### config.mk
export PLATFORM = sky130hd
export DESIGN_NAME = seq_alu
export DESIGN_NICKNAME = d
export VERILOG_FILES = /design/src/rtl/seq_alu.sv
export SDC_FILE = /design/constraint.sdc
export NUM_CORES = 1
export LEC_CHECK = 0
export CORE_UTILIZATION = 60
export DETAILED_ROUTE_END_ITERATION = 10
export MAX_ROUTING_LAYER = met4
export PLACE_DENSITY = 0.81
export SLEW_MARGIN = 5
export SYNTH_ARGS = -nofsm -noshare
export SYNTH_HDL_FRONTEND = slang
export SYNTH_SLANG_ARGS = --single-unit
export TNS_END_PERCENT = 5
### constraint.sdc
create_clock -name clk -period 4.2 [get_ports clk]
set_input_delay 0.42 -clock clk [delete_from_list [all_inputs] [get_ports clk]]
set_output_delay 0.42 -clock clk [all_outputs]
set_load 0.05 [all_outputs]
### src/rtl/seq_alu.sv
// Multi-cycle ALU with start/done handshake: single-cycle arithmetic and logic ops,
// bit-serial shift/rotate and shift-add multiply. Flags use x86 FLAGS bit positions.
//
// state | meaning
// IDLE  | waiting for start; last result held on the outputs
// EXEC  | single-cycle op, result already registered, done asserted
// SHIFT | one shift/rotate step per cycle until the counter reaches 0
// MUL   | one shift-add step per cycle, N steps
module seq_alu #(
    parameter int WIDTH    = 16,
    parameter int CNT_BITS = 5
) (
    input  logic                clk,
    input  logic                reset_n,
    input  logic                start,
    input  logic [3:0]          op,
    input  logic                is_8_bit,
    input  logic [WIDTH-1:0]    a,
    input  logic [WIDTH-1:0]    b,
    input  logic [CNT_BITS-1:0] count,
    input  logic [15:0]         flags_in,
    output logic                busy,
    output logic                done,
    output logic [WIDTH-1:0]    out,
    output logic [WIDTH-1:0]    out_hi,
    output logic [15:0]         flags_out
);

    localparam int CW = (CNT_BITS > $clog2(WIDTH + 1)) ? CNT_BITS : $clog2(WIDTH + 1);

    localparam logic [3:0] OP_SELA = 4'd0;
    localparam logic [3:0] OP_SELB = 4'd1;
    localparam logic [3:0] OP_ADD  = 4'd2;
    localparam logic [3:0] OP_ADC  = 4'd3;
    localparam logic [3:0] OP_SUB  = 4'd4;
    localparam logic [3:0] OP_SBB  = 4'd5;
    localparam logic [3:0] OP_AND  = 4'd6;
    localparam logic [3:0] OP_OR   = 4'd7;
    localparam logic [3:0] OP_XOR  = 4'd8;
    localparam logic [3:0] OP_SHL  = 4'd9;
    localparam logic [3:0] OP_SHR  = 4'd10;
    localparam logic [3:0] OP_SAR  = 4'd11;
    localparam logic [3:0] OP_ROL  = 4'd12;
    localparam logic [3:0] OP_ROR  = 4'd13;
    localparam logic [3:0] OP_MUL  = 4'd14;

    typedef enum logic [1:0] {S_IDLE, S_EXEC, S_SHIFT, S_MUL} state_t;

    function automatic logic [WIDTH-1:0] nmask(input logic n8);
        return n8 ? WIDTH'(8'hFF) : {WIDTH{1'b1}};
    endfunction

    function automatic logic [WIDTH-1:0] top_bit(input logic n8);
        return n8 ? WIDTH'(8'h80) : (WIDTH'(1) << (WIDTH - 1));
    endfunction

    function automatic logic msb(input logic [WIDTH-1:0] v, input logic n8);
        return n8 ? v[7] : v[WIDTH-1];
    endfunction

    function automatic logic msb2(input logic [WIDTH-1:0] v, input logic n8);
        return n8 ? v[6] : v[WIDTH-2];
    endfunction

    // PF/ZF/SF come from the result; CF/AF/OF are supplied by the op.
    function automatic logic [15:0] arith_flags(input logic [15:0] base,
                                                input logic [WIDTH-1:0] res,
                                                input logic n8,
                                                input logic cf,
                                                input logic af,
                                                input logic of);
        logic [15:0] f;
        f     = base;
        f[0]  = cf;
        f[2]  = ~^res[7:0];
        f[4]  = af;
        f[6]  = ((res & nmask(n8)) == '0);
        f[7]  = msb(res, n8);
        f[11] = of;
        return f;
    endfunction

    function automatic logic is_shift_op(input logic [3:0] o);
        return (o >= OP_SHL) && (o <= OP_ROR);
    endfunction

    state_t             state_q, state_n;
    logic               accept;

    logic [3:0]         op_q;
    logic               n8_q;
    logic [15:0]        fl_q;
    logic               a_msb_q;
    logic [CW-1:0]      cnt_q;
    logic [WIDTH-1:0]   sh_q;
    logic [2*WIDTH-1:0] mc_q;
    logic [WIDTH-1:0]   mp_q;
    logic [2*WIDTH-1:0] prod_q;

    logic [WIDTH-1:0]   out_q, hi_q;
    logic [15:0]        flags_q;

    logic [WIDTH-1:0]   ex_m, ex_am, ex_bm, ex_res;
    logic               ex_cin, ex_cy;
    logic [WIDTH:0]     ex_sum, ex_dif;
    logic [15:0]        ex_flags;

    logic [WIDTH-1:0]   sh_m, sh_n;
    logic               sh_cf;
    logic [15:0]        sh_flags;

    logic [2*WIDTH-1:0] prod_n;
    logic [WIDTH-1:0]   mul_lo, mul_hi;
    logic [15:0]        mul_flags;

    assign accept = start && (state_q == S_IDLE);

    always_ff @(posedge clk or negedge reset_n) begin
        if (!reset_n) begin
            state_q <= S_IDLE;
        end else begin
            state_q <= state_n;
        end
    end

    always_comb begin
        state_n = state_q;
        case (state_q)
            S_IDLE: begin
                if (accept) begin
                    if (op == OP_MUL) begin
                        state_n = S_MUL;
                    end else if (is_shift_op(op) && (count != '0)) begin
                        state_n = S_SHIFT;
                    end else begin
                        state_n = S_EXEC;
                    end
                end
            end
            S_EXEC:  state_n = S_IDLE;
            S_SHIFT: if (cnt_q == '0) state_n = S_IDLE;
            S_MUL:   if (cnt_q == '0) state_n = S_IDLE;
            default: state_n = S_IDLE;
        endcase
    end

    always_comb begin
        busy = (state_q != S_IDLE);
        done = 1'b0;
        case (state_q)
            S_EXEC:         done = 1'b1;
            S_SHIFT, S_MUL: done = (cnt_q == '0);
            default:        done = 1'b0;
        endcase
    end

    // Single-cycle ops are evaluated from the live inputs at the accepting edge.
    always_comb begin
        ex_m     = nmask(is_8_bit);
        ex_am    = a & ex_m;
        ex_bm    = b & ex_m;
        ex_cin   = flags_in[0] & ((op == OP_ADC) || (op == OP_SBB));
        ex_sum   = {1'b0, ex_am} + {1'b0, ex_bm} + (WIDTH + 1)'(ex_cin);
        ex_dif   = {1'b0, ex_am} - {1'b0, ex_bm} - (WIDTH + 1)'(ex_cin);
        ex_res   = ex_am;
        ex_cy    = 1'b0;
        ex_flags = flags_in;
        case (op)
            OP_SELB: ex_res = ex_bm;
            OP_ADD, OP_ADC: begin
                ex_res   = ex_sum[WIDTH-1:0] & ex_m;
                ex_cy    = is_8_bit ? ex_sum[8] : ex_sum[WIDTH];
                ex_flags = arith_flags(flags_in, ex_res, is_8_bit, ex_cy,
                                       a[4] ^ b[4] ^ ex_res[4],
                                       ~msb(a ^ b, is_8_bit) & msb(ex_res ^ a, is_8_bit));
            end
            OP_SUB, OP_SBB: begin
                ex_res   = ex_dif[WIDTH-1:0] & ex_m;
                ex_cy    = is_8_bit ? ex_dif[8] : ex_dif[WIDTH];
                ex_flags = arith_flags(flags_in, ex_res, is_8_bit, ex_cy,
                                       a[4] ^ b[4] ^ ex_res[4],
                                       msb(a ^ b, is_8_bit) & msb(ex_res ^ a, is_8_bit));
            end
            OP_AND: begin
                ex_res   = ex_am & ex_bm;
                ex_flags = arith_flags(flags_in, ex_res, is_8_bit, 1'b0, 1'b0, 1'b0);
            end
            OP_OR: begin
                ex_res   = ex_am | ex_bm;
                ex_flags = arith_flags(flags_in, ex_res, is_8_bit, 1'b0, 1'b0, 1'b0);
            end
            OP_XOR: begin
                ex_res   = ex_am ^ ex_bm;
                ex_flags = arith_flags(flags_in, ex_res, is_8_bit, 1'b0, 1'b0, 1'b0);
            end
            default: begin
                ex_res   = ex_am;
                ex_flags = flags_in;
            end
        endcase
    end

    // One shift/rotate step; the flags are only latched on the final step.
    always_comb begin
        sh_m     = nmask(n8_q);
        sh_n     = sh_q;
        sh_cf    = 1'b0;
        sh_flags = fl_q;
        case (op_q)
            OP_SHL: begin
                sh_cf    = msb(sh_q, n8_q);
                sh_n     = (sh_q << 1) & sh_m;
                sh_flags = arith_flags(fl_q, sh_n, n8_q, sh_cf, 1'b0, msb(sh_n, n8_q) ^ sh_cf);
            end
            OP_SHR: begin
                sh_cf    = sh_q[0];
                sh_n     = sh_q >> 1;
                sh_flags = arith_flags(fl_q, sh_n, n8_q, sh_cf, 1'b0, a_msb_q);
            end
            OP_SAR: begin
                sh_cf    = sh_q[0];
                sh_n     = (sh_q >> 1) | (msb(sh_q, n8_q) ? top_bit(n8_q) : '0);
                sh_flags = arith_flags(fl_q, sh_n, n8_q, sh_cf, 1'b0, 1'b0);
            end
            OP_ROL: begin
                sh_n     = ((sh_q << 1) & sh_m) | WIDTH'(msb(sh_q, n8_q));
                sh_cf    = sh_n[0];
                sh_flags = fl_q;
                sh_flags[0]  = sh_cf;
                sh_flags[11] = msb(sh_n, n8_q) ^ sh_cf;
            end
            OP_ROR: begin
                sh_n     = (sh_q >> 1) | (sh_q[0] ? top_bit(n8_q) : '0);
                sh_cf    = msb(sh_n, n8_q);
                sh_flags = fl_q;
                sh_flags[0]  = sh_cf;
                sh_flags[11] = msb(sh_n, n8_q) ^ msb2(sh_n, n8_q);
            end
            default: begin
                sh_n     = sh_q;
                sh_flags = fl_q;
            end
        endcase
    end

    always_comb begin
        prod_n    = prod_q + (mp_q[0] ? mc_q : '0);
        mul_lo    = n8_q ? WIDTH'(prod_n[7:0])  : prod_n[WIDTH-1:0];
        mul_hi    = n8_q ? WIDTH'(prod_n[15:8]) : prod_n[2*WIDTH-1:WIDTH];
        mul_flags = arith_flags(fl_q, mul_lo, n8_q, mul_hi != '0, 1'b0, mul_hi != '0);
    end

    always_ff @(posedge clk or negedge reset_n) begin
        if (!reset_n) begin
            op_q    <= '0;
            n8_q    <= 1'b0;
            fl_q    <= '0;
            a_msb_q <= 1'b0;
            cnt_q   <= '0;
            sh_q    <= '0;
            mc_q    <= '0;
            mp_q    <= '0;
            prod_q  <= '0;
            out_q   <= '0;
            hi_q    <= '0;
            flags_q <= '0;
        end else if (accept) begin
            op_q    <= op;
            n8_q    <= is_8_bit;
            fl_q    <= flags_in;
            a_msb_q <= msb(a, is_8_bit);
            sh_q    <= a & nmask(is_8_bit);
            mc_q    <= {{WIDTH{1'b0}}, a & nmask(is_8_bit)};
            mp_q    <= b & nmask(is_8_bit);
            prod_q  <= '0;
            if (op == OP_MUL) begin
                cnt_q <= is_8_bit ? CW'(8) : CW'(WIDTH);
            end else begin
                cnt_q <= CW'(count);
            end
            if (state_n == S_EXEC) begin
                out_q   <= ex_res;
                hi_q    <= '0;
                flags_q <= ex_flags;
            end
        end else if ((state_q == S_SHIFT) && (cnt_q != '0)) begin
            sh_q  <= sh_n;
            cnt_q <= cnt_q - CW'(1);
            if (cnt_q == CW'(1)) begin
                out_q   <= sh_n;
                hi_q    <= '0;
                flags_q <= sh_flags;
            end
        end else if ((state_q == S_MUL) && (cnt_q != '0)) begin
            prod_q <= prod_n;
            mc_q   <= mc_q << 1;
            mp_q   <= mp_q >> 1;
            cnt_q  <= cnt_q - CW'(1);
            if (cnt_q == CW'(1)) begin
                out_q   <= mul_lo;
                hi_q    <= mul_hi;
                flags_q <= mul_flags;
            end
        end
    end

    assign out       = out_q;
    assign out_hi    = hi_q;
    assign flags_out = flags_q;

endmodule
==> results of run 1 <==
routing by layer:
metal	part of all wire, %	vias up	track usage [%]
met5	0	-	-
met4	4.7	0	20.1
met3	10	143	10.3
met2	45	834	67.0
met1	40	7085	52.9
li1	-	6736	-
report_power, final:
part           internal, mW  switching [mW]  leakage [nW]
Clock                 0.863           0.811         0.302
Combinational          2.43            4.29          5.21
Sequential             2.29           0.593          2.20
cell usage after synthesis (all sizes together) (5+ instances only):
cell     count  share of area, %
a221o       12              0.84
o2111ai     10              0.61
nor4        12              0.63
o31ai       10              0.72
xnor2       53               3.2
a21o        15              0.80
ha         126                11
o311ai       6              0.37
a211o       11              0.68
and3         9              0.39
o21bai       9              0.47
or2         10              0.44
o22ai       16              0.70
a22oi       17              0.89
mux2i        9              0.63
a21oi      108               3.9
nand2b       8              0.35
o21a        14              0.73
clkbuf      91               2.4
fa           5              0.70
inv        102               2.7
nor3b        6              0.31
nor2       145               3.8
a31oi       54               2.4
nor3        28              0.98
dfrtp      173                30
and2        41               1.8
o221ai      15              0.96
a221oi      14              0.90
a211oi      19               1.1
o22a         5              0.31
o21ai      121               4.3
nand2      297               7.8
o211ai      18              0.98
nor2b       19              0.83
xor2        25               1.5
buf         15              0.53
nand4       19              0.87
nand3       72               2.5
a2111oi      7              0.60
registers in the layout, indices dropped and copies added, names as in the netlist:
signal and count:
mc_q 32, prod_q 32, fl_q 16, flags_out 16, mp_q 16, out 16
out_hi 16, sh_q 16, cnt_q 5, op_q 4, state_q 2, a_msb_q 1
n8_q 1
critical path, stage by stage:
cell	delay [ps]
clkdlybuf4s50_1	470
buf_4	180
nor2_2	70
nand2_1	110
a21o_1	210
inv_1	80
fa_1	430
fa_2	390
a221oi_4	320
o221ai_2	180
buf_4	170
xnor2_1	180
ha_1	270
xor2_1	170
xnor2_1	120
o21ai_1	140
nor3_1	100
o41ai_1	350
final cells by class:
cell class | instances | area [sq um] | share of cell area (%)
clock buffers | 17 | 425 | 2.49
well taps | 319 | 399 | 2.34
multi-input cells | 1425 | 9290 | 54.4
flip-flops and latches | 173 | 4330 | 25.4
inverters | 102 | 383 | 2.25
diodes | 1 | 2.50 | 0.0147
repair buffers | 231 | 2040 | 11.9
clock inverters | 15 | 194 | 1.14
worst min path at each step:
stage,from,end,slack (ps),cells past startpoint
6_report,reset_n,prod_q[4]$_DFFE_PN0P_,9,1
5_1_grt,reset_n,prod_q[1]$_DFFE_PN0P_,90,1
4_1_cts,reset_n,prod_q[1]$_DFFE_PN0P_,60,1
3_5_place_dp,fl_q[15]$_DFFE_PN0P_,fl_q[15]$_DFFE_PN0P_,460,2
3_3_place_gp,out_hi[1]$_DFFE_PN0P_,out_hi[1]$_DFFE_PN0P_,450,2
2_1_floorplan,reset_n,a_msb_q$_DFFE_PN0P_,120,0
kinds of logic after synthesis:
| family | synth area share, % |
|---|---|
| multiplexers | 0.945 |
| adder cells (fa/ha/maj) | 11.7 |
| buffers and inverters | 5.63 |
| flip-flops | 30.3 |
| AO/OA/AOI/OAI | 24.8 |
| XOR/XNOR | 4.78 |
| AND/OR/NAND/NOR | 21.9 |
repair_timing:
item	in CTS	in global routing
resized for setup	0	15
setup endpoints to repair	0	7
buffers inserted	0	3
stage by stage:
stage / util [%] / area, sq um / setup TNS, ps
3_5_place_dp: 69.8 / 16300 / -2010
3_3_place_gp: 69.8 / 16300 / -923
5_1_grt: 72.9 / 17100 / -82.0
6_report: 72.9 / 17100 / 0
2_1_floorplan: - / 14300 / 0
4_1_cts: 72.4 / 16900 / 0
==> results by group, run 1 <==
Setup path
  – Reg2reg end: flags_out[0]$_DFFE_PN0P_
  – Crit path max fanout: 11
  – Reg2Reg Setup Slack: 230 ps
  – Crit path DAT: 4370 ps
  – CP endpoint kind: flop
  – WP data required: 4530 ps
  – Critical Path Start Type: input pin
  – Reg2Reg Depth: 13
  – Reg-to-Reg Start: mp_q[0]$_DFFE_PN0P_
  – CP Class: in -> reg
  – Launch point of the worst path: op[2]
  – Worst Setup EP: flags_out[2]$_DFFE_PN0P_

STA
  – Clock skew: 21.1 ps
  – Unrepaired setup endpoints after global routing: true
  – Hold Vio Cnt, Final: 0
  – Final max-slew violation count: 0
  – Slew HR: 27.8%
  – Actual slew at the worst max-slew pin: 1080 ps
  – Crit path time final: 4040 ps
  – Final cycle utilization of the critical path: 96.2%
  – Max Clock Freq: 247 MHz
  – Final setup viols: 0
  – Final worst-path setup slack: 159 ps
  – Final hold slack: 8.86 ps

Global route
  – First-pass GRT wire length: 77.8 mm
  – Global Route Usage Sum: 43.1%
  – Total grt overflow: 0
  – Vias in the first global route: 14,245
  – Initial antenna violation count: 1
  – Largest net degree at the start of global routing: 89

Clock tree
  – H-Tree Depth: 4
  – Clk buf depth: 2
  – Clk slew on worst S/H paths: 80 ps
  – CTS sink count: 173
  – CTS buffer count: 17
  – Hold Buf Count CTS: 0
  – Worst-skew pair later-pin latency: 450 ps
  – TritonCTS clock tree: yes
  – Root buf cell: clkbuf_16

Routing
  – Routed via count: 14,798
  – Final ANT Viol Nets: 0
  – DR DRC count: 0
  – Initial DRC count: 1,813
  – Drt total wl: 50.7 mm
  – DRT Pass-1 Iters: 8
  – Routed vias/inst: 6.48
  – Drt wl/cell: 22.2 um

Final layout
  – Fillers: 1,914
  – Final std cells w/o fill: 2,283
  – Most frequent cells in the layout: nand2_1, dfrtp_1, nor2_1
  – NumNets Final: 2,142
  – Commonest non-fill, non-tap cell in the layout: nand2_1
  – Layout area overhead: 19.2%
  – Layout cells sized above 1: 11.0%

Power
  – Pwr Total: 11.3 mW
  – Leakage: 7.72 nW
  – Worst vdd ir: 0.412 mV
  – PD cells: 661 nW/um^2

Logic synthesis
  – Avg Inst Size Synth: 7.92 sq um
  – Commonest register cell after synthesis: dfrtp_1
  – Synth warn: 0
  – Post-synth ARST share: 100%
  – Net Count, Synth: 1,998
  – Synthesized area: 14,300 sq um
  – Synth Instances: 1,806
  – Count of different cell masters after synthesis: 94
  – Seq/Total Area, Yosys: 30.3%
  – Flops & latches, synth: 173
  – Post-synth EDFFs: 0

Die
  – Row count: 56
  – IO Count: 111
  – Chip width: 156 um
  – Die ar.: 24,500 sq um
  – Die Y: 156 um
  – Core footprint: 23,400 sq um
  – Initial Util: 61.1%

Placed design
  – HPWL after DPL: 38.6 mm
  – Final GP Congestion: 1.03
  – DP Worst Slack: -381 ps
  – Port Buffers: 110
  – Placed cell count: 2,247

Min path
  – Worst Hold Class: in -> async

Run
  – # Max-Cap Violations: 0

Status
  – Outcome: complete, no violations
Note: power is estimated with default switching activity, not from simulation.
==> run 2: changes to the inputs <==
Settings changed: CELL_PAD_IN_SITES_DETAIL_PLACEMENT from default to 1, CELL_PAD_IN_SITES_GLOBAL_PLACEMENT from default to 1, CORE_ASPECT_RATIO from default to 1.1, CORE_UTILIZATION 60 to 45, PLACE_DENSITY 0.81 to 0.91.
==> results by group, run 2 (synthesized netlist as in run 1, its figures left out) <==
Status
  – Outcome: complete, no violations (unchanged)

Power
  – Sw Share: 50.7% (was 50.5%)
  – Int Power: 5.69 mW (was 5.58 mW)
  – Worst vdd ir: 0.332 mV (was 0.412 mV)
  – Clock power share: 15.0% (was 14.9%)
  – Sequential Power Share: 25.6% (about the same)
  – Gate power share: 59.4% (was 59.6%)
  – PD cells: 671 nW/um^2 (was 661 nW/um^2)
  – Net load switching power: 5.85 mW (was 5.69 mW)
  – Leakage: 7.72 nW (about the same)

Final layout
  – Antenna diodes: 0 (was 1)
  – Layout cells sized above 1: 11.3% (was 11.0%)
  – Most frequent cells in the layout: nand2_1, dfrtp_1, nor2_1 (unchanged)
  – NumNets Final: 2,145 (was 2,142)
  – Design Area, Final: 17,200 sq um (was 17,100 sq um)
  – Layout area overhead: 20.1% (was 19.2%)
  – Commonest non-fill, non-tap cell in the layout: nand2_1 (unchanged)
  – Final Util: 54.9% (was 72.9%)
  – Biggest regs: mc_q: 32 flops, prod_q: 32 flops (unchanged)

Setup path
  – Crit path max fanout: 29 (was 11)
  – WP data required: 4530 ps (about the same)
  – CP Class: reg -> reg (was in -> reg)
  – Crit path DAT: 4460 ps (was 4370 ps)
  – Critical Path Start Type: flop (was input pin)
  – CP endpoint kind: flop (unchanged)

Clock tree
  – Root buf cell: clkbuf_16 (unchanged)
  – H-Tree Depth: 4 (unchanged)
  – CTS sink count: 173 (unchanged)
  – CTS buffer count: 17 (unchanged)
  – TritonCTS clock tree: yes (unchanged)
  – Hold Buf Count CTS: 0 (unchanged)
  – Worst-skew pair later-pin latency: 460 ps (was 450 ps)
  – Clk buf depth: 2 (unchanged)
  – Clk slew on worst S/H paths: 70 ps (was 80 ps)

Die
  – Core footprint: 31,300 sq um (was 23,400 sq um)
  – Die ar.: 32,500 sq um (was 24,500 sq um)
  – Initial Util: 45.7% (was 61.1%)
  – IO Count: 111 (unchanged)
  – Die Y: 189 um (was 156 um)
  – Row count: 68 (was 56)
  – Chip width: 172 um (was 156 um)

STA
  – Unrepaired setup endpoints after global routing: true (unchanged)
  – Clock skew: 14.8 ps (was 21.1 ps)
  – Slew HR: 26.0% (was 27.8%)
  – Actual slew at the worst max-slew pin: 1110 ps (was 1080 ps)
  – Final worst-path setup slack: 66.1 ps (was 159 ps)
  – Max Clock Freq: 242 MHz (was 247 MHz)
  – Final hold slack: 14.8 ps (was 8.86 ps)
  – Final max-slew violation count: 0 (unchanged)
  – Hold Vio Cnt, Final: 0 (unchanged)
  – Final cycle utilization of the critical path: 98.4% (was 96.2%)
  – Final setup viols: 0 (unchanged)
  – Crit path time final: 4130 ps (was 4040 ps)

Routing
  – Routed via count: 15,096 (was 14,798)
  – Initial DRC count: 1,746 (was 1,813)
  – Drt wl/cell: 24.4 um (was 22.2 um)
  – Final ANT Viol Nets: 0 (unchanged)
  – Drt total wl: 58.2 mm (was 50.7 mm)
  – Routed vias/inst: 6.33 (was 6.48)
  – DRT Pass-1 Iters: 5 (was 8)
  – DR DRC count: 0 (unchanged)

Global route
  – Total grt overflow: 0 (unchanged)
  – Largest net degree at the start of global routing: 96 (was 89)
  – First-pass GRT wire length: 90.2 mm (was 77.8 mm)
  – Vias in the first global route: 15,626 (was 14,245)
  – Global Route Usage Sum: 37.6% (was 43.1%)
  – Initial antenna violation count: 0 (was 1)

Placed design
  – Placed cell areas: 16,500 sq um (was 16,300 sq um)
  – Final GP Congestion: 0.981 (was 1.03)
  – HPWL after DPL: 43.6 mm (was 38.6 mm)
  – Port Buffers: 110 (unchanged)
  – DP Worst Slack: -511 ps (was -381 ps)

Run
  – # Max-Cap Violations: 0 (unchanged)

Min path
  – Worst Hold Class: in -> async (unchanged)
-- run 2: layer usage --
metal	global-route usage, %	up-vias	share of wire (%)
met5	-	-	0
met4	16.2	0	4.5
met3	4.97	168	5.9
met2	61.8	662	49
met1	46.0	7528	41
li1	-	6738	-
-- run 2: what timing repair did --
action,in CTS,in global routing
endpoints found under the setup margin,1,6
setup buffers,0,4
resized for setup,1,15
pin swaps,0,12
-- run 2: worst max-delay path, stage by stage, from the launching register on --
cell and delay [ps]:
dfrtp_1 400, buf_4 230, and2_1 210, ha_1 460
nand4_2 200, or4_4 550, a21oi_2 250, nor3_1 160
o41ai_2 530, xnor2_2 230, nand4_1 270, a21oi_2 370
a31oi_1 120
-- run 2: cell type report --
class                           instances  area (sq um)
Tap cell                              420           526
Clock inverter                         12           159
Fill cell                            3892         14100
Timing Repair Buffer                  234          2030
Multi-Input combinational cell       1425          9300
Clock buffer                           20           457
Inverter                              102           383
Sequential cell                       173          4330
-- run 2: power by group through the flow --
stage | logic, mW | clock network, mW | registers [mW]
floorplan | 3.95 | 0 | 3.27
global placement | 6.38 | 0 | 2.90
detailed placement | 6.62 | 0 | 2.94
CTS | 6.73 | 1.74 | 2.93
global route | 7.31 | 1.79 | 3.01
finish | 6.85 | 1.73 | 2.96
-- run 2: stage by stage --
step                      power [mW]  TNS, ps  cells
after floorplan                 7.22        0   1806
after global placement          9.27    -1370   2350
after detailed placement        9.57    -2590   2350
after CTS                       11.4        0   2382
after global routing            12.1     -166   2386
final                           11.5        0   2386
-- run 2: path summary, 6_finish.rpt --
check | depth (start not counted) | slack [ps] | end | from
max in group asynchronous | 2 | 3180 | out[1]$_DFFE_PN0P_ | reset_n
min | 1 | 10 | prod_q[3]$_DFFE_PN0P_ | reset_n
min reg2reg | 2 | 480 | fl_q[0]$_DFFE_PN0P_ | fl_q[0]$_DFFE_PN0P_
max reg2reg | 12 | 70 | flags_out[11]$_DFFE_PN0P_ | mp_q[0]$_DFFE_PN0P_
max | 12 | 70 | flags_out[11]$_DFFE_PN0P_ | mp_q[0]$_DFFE_PN0P_
min in group clk | 2 | 480 | fl_q[0]$_DFFE_PN0P_ | fl_q[0]$_DFFE_PN0P_
==> run 3: changes to the inputs <==
Settings changed: CORE_MARGIN from default to 4.
==> results by group, run 3 (synthesized netlist as in run 1, its figures left out) <==
Power
  – Net load switching power: 5.82 mW (was 5.85 mW)
  – Int Power: 5.81 mW (was 5.69 mW)
  – PD cells: 677 nW/um^2 (was 671 nW/um^2)
  – Leakage: 7.72 nW (about the same)
  – Sw Share: 50.0% (was 50.7%)
  – Sequential Power Share: 25.0% (was 25.6%)
  – Gate power share: 59.2% (was 59.4%)
  – Clock power share: 15.8% (was 15.0%)
  – Worst vdd ir: 0.373 mV (was 0.332 mV)

Global route
  – First-pass GRT wire length: 90.1 mm (was 90.2 mm)
  – Largest net degree at the start of global routing: 100 (was 96)
  – Vias in the first global route: 15,631 (was 15,626)
  – Total grt overflow: 0 (unchanged)
  – Global Route Usage Sum: 34.1% (was 37.6%)
  – Initial antenna violation count: 1 (was 0)

STA
  – Clock skew: 20.9 ps (was 14.8 ps)
  – Slew HR: 17.8% (was 26.0%)
  – Final setup viols: 0 (unchanged)
  – Final max-slew violation count: 0 (unchanged)
  – Max Clock Freq: 246 MHz (was 242 MHz)
  – Final hold slack: 79.1 ps (was 14.8 ps)
  – Crit path time final: 4060 ps (was 4130 ps)
  – Final cycle utilization of the critical path: 96.7% (was 98.4%)
  – Actual slew at the worst max-slew pin: 1220 ps (was 1110 ps)
  – Unrepaired setup endpoints after global routing: true (unchanged)
  – Hold Vio Cnt, Final: 0 (unchanged)

Clock tree
  – H-Tree Depth: 4 (unchanged)
  – CTS sink count: 173 (unchanged)
  – CTS buffer count: 17 (unchanged)
  – Hold Buf Count CTS: 0 (unchanged)
  – Worst-skew pair later-pin latency: 470 ps (was 460 ps)
  – Clk buf depth: 2 (unchanged)
  – Clk slew on worst S/H paths: 70 ps (about the same)
  – TritonCTS clock tree: yes (unchanged)
  – Root buf cell: clkbuf_16 (unchanged)

Final layout
  – Biggest regs: mc_q: 32 flops, prod_q: 32 flops (unchanged)
  – Layout cells sized above 1: 10.8% (was 11.3%)
  – Commonest non-fill, non-tap cell in the layout: nand2_1 (unchanged)
  – Design Area, Final: 17,200 sq um (about the same)
  – NumNets Final: 2,141 (was 2,145)
  – Most frequent cells in the layout: nand2_1, dfrtp_1, nor2_1 (unchanged)
  – Layout area overhead: 20.2% (was 20.1%)
  – Fillers: 3,792 (was 3,892)
  – Storage element area: 4330 sq um (unchanged)
  – Multi-input gate area: 9270 sq um (was 9300 sq um)

Routing
  – Routed via count: 15,005 (was 15,096)
  – Routed vias/inst: 6.30 (was 6.33)
  – DR DRC count: 0 (unchanged)
  – DRT Pass-1 Iters: 5 (unchanged)
  – Drt wl/cell: 24.3 um (was 24.4 um)
  – Final ANT Viol Nets: 0 (unchanged)
  – Drt total wl: 57.9 mm (was 58.2 mm)
  – Initial DRC count: 1,516 (was 1,746)

Setup path
  – Critical Path Start Type: flop (unchanged)
  – CP endpoint kind: flop (unchanged)
  – CP dominant cell by count: o211ai_1 (was a21oi_2)
  – Crit path DAT: 4390 ps (was 4460 ps)
  – Slowest-stage cell, CP: dfrtp_1 (was or4_4)
  – Max incr delay on CP: 420 ps (was 550 ps)
  – CP Class: reg -> reg (unchanged)
  – Crit path max fanout: 31 (was 29)
  – WP data required: 4530 ps (about the same)
  – CP Cell Sequence: buf_4 -> and2_1 -> fa_1 -> a21oi_1 -> o211ai_1 -> a211oi_2 -> o211ai_1 -> a211o_1 -> xnor2_1 -> o2111a_1 -> nand4_1 -> a21oi_2 -> o211ai_2 (was buf_4 -> and2_1 -> ha_1 -> nand4_2 -> or4_4 -> a21oi_2 -> nor3_1 -> o41ai_2 -> xnor2_2 -> nand4_1 -> a21oi_2 -> a31oi_1)

Die
  – Die Y: 195 um (was 189 um)
  – Chip width: 178 um (was 172 um)
  – IO Count: 111 (unchanged)
  – Core footprint: 31,400 sq um (was 31,300 sq um)
  – Row count: 68 (unchanged)
  – Initial Util: 45.6% (was 45.7%)
  – Die ar.: 34,700 sq um (was 32,500 sq um)

Placed design
  – Port Buffers: 110 (unchanged)
  – Placed cell areas: 16,500 sq um (about the same)
  – Final GP Congestion: 1.00 (was 0.981)
  – HPWL after DPL: 44.0 mm (was 43.6 mm)

Min path
  – Worst Hold Class: in -> async (unchanged)

Run
  – # Max-Cap Violations: 0 (unchanged)

Status
  – Outcome: complete, no violations (unchanged)
==> run 3: power by group through the flow <==
stage / Combinational (mW) / Clock (mW) / Sequential (mW)
finish: 6.88 / 1.84 / 2.91
global route: 7.39 / 1.93 / 2.96
CTS: 6.78 / 1.85 / 2.88
detailed placement: 6.70 / 0 / 2.90
global placement: 6.44 / 0 / 2.85
floorplan: 3.95 / 0 / 3.27
==> run 3: metal layers <==
| layer | part of all wire (%) | vias up | global-route usage [%] | routed length [um] |
|---|---|---|---|---|
| li1 | - | 6732 | - | - |
| met1 | 40 | 7512 | 42.2 | 23400 |
| met2 | 49 | 616 | 56.8 | 28500 |
| met3 | 6.1 | 145 | 4.39 | 3510 |
| met5 | 0 | - | - | 0 |
| met4 | 4.5 | 0 | 13.5 | 2600 |
==> run 3: final cells by class <==
type	count	area share, %
Sequential cell	173	25.2
Clock buffer	22	2.76
Antenna cell	1	0.0146
Multi-Input combinational cell	1425	54.0
Tap cell	420	3.06
Timing Repair Buffer	230	11.7
Clock inverter	9	1.06
Inverter	102	2.23
==> run 3: per-stage QoR <==
step	setup slack [ps]	setup TNS (ps)	util [%]	instances	power [mW]
2_1_floorplan	40.0	0	-	1806	7.22
3_3_place_gp	-382	-1560	52.4	2349	9.29
3_5_place_dp	-440	-2980	52.4	2349	9.59
4_1_cts	35.7	0	54.5	2380	11.5
5_1_grt	-9.33	-11.8	54.7	2382	12.3
6_report	137	0	54.7	2382	11.6
==> run 3: path summary, 6_finish.rpt <==
check                      depth (start not counted)                  endpoint                  start  slack (ps)
min                                                1     prod_q[0]$_DFFE_PN0P_                reset_n          80
min reg2reg                                        2     out_hi[1]$_DFFE_PN0P_  out_hi[1]$_DFFE_PN0P_         470
max reg2reg                                       13  flags_out[0]$_DFFE_PN0P_    mp_q[0]$_DFFE_PN0P_         140
min in group clk                                   2     out_hi[1]$_DFFE_PN0P_  out_hi[1]$_DFFE_PN0P_         470
max in group asynchronous                          2    prod_q[13]$_DFFE_PN0P_                reset_n        3070
max                                               13  flags_out[0]$_DFFE_PN0P_    mp_q[0]$_DFFE_PN0P_         140
==> run 3: worst max-delay path, delay by kind of cell, from the launching register on <==
| family | cells | cell delay [ps] |
|---|---|---|
| DFF | 1 | 420 |
| and+or+nand+nor | 2 | 370 |
| adders and majority gates | 1 | 410 |
| buffers and inverters | 1 | 240 |
| AOI/OAI and AO/OA | 8 | 2200 |
| xor gates and xnor gates | 1 | 270 |
==> run 3: repair_timing <==
action	in CTS	in global routing
gates resized for setup	0	12
setup buffers	0	1
setup endpoints to repair	0	8
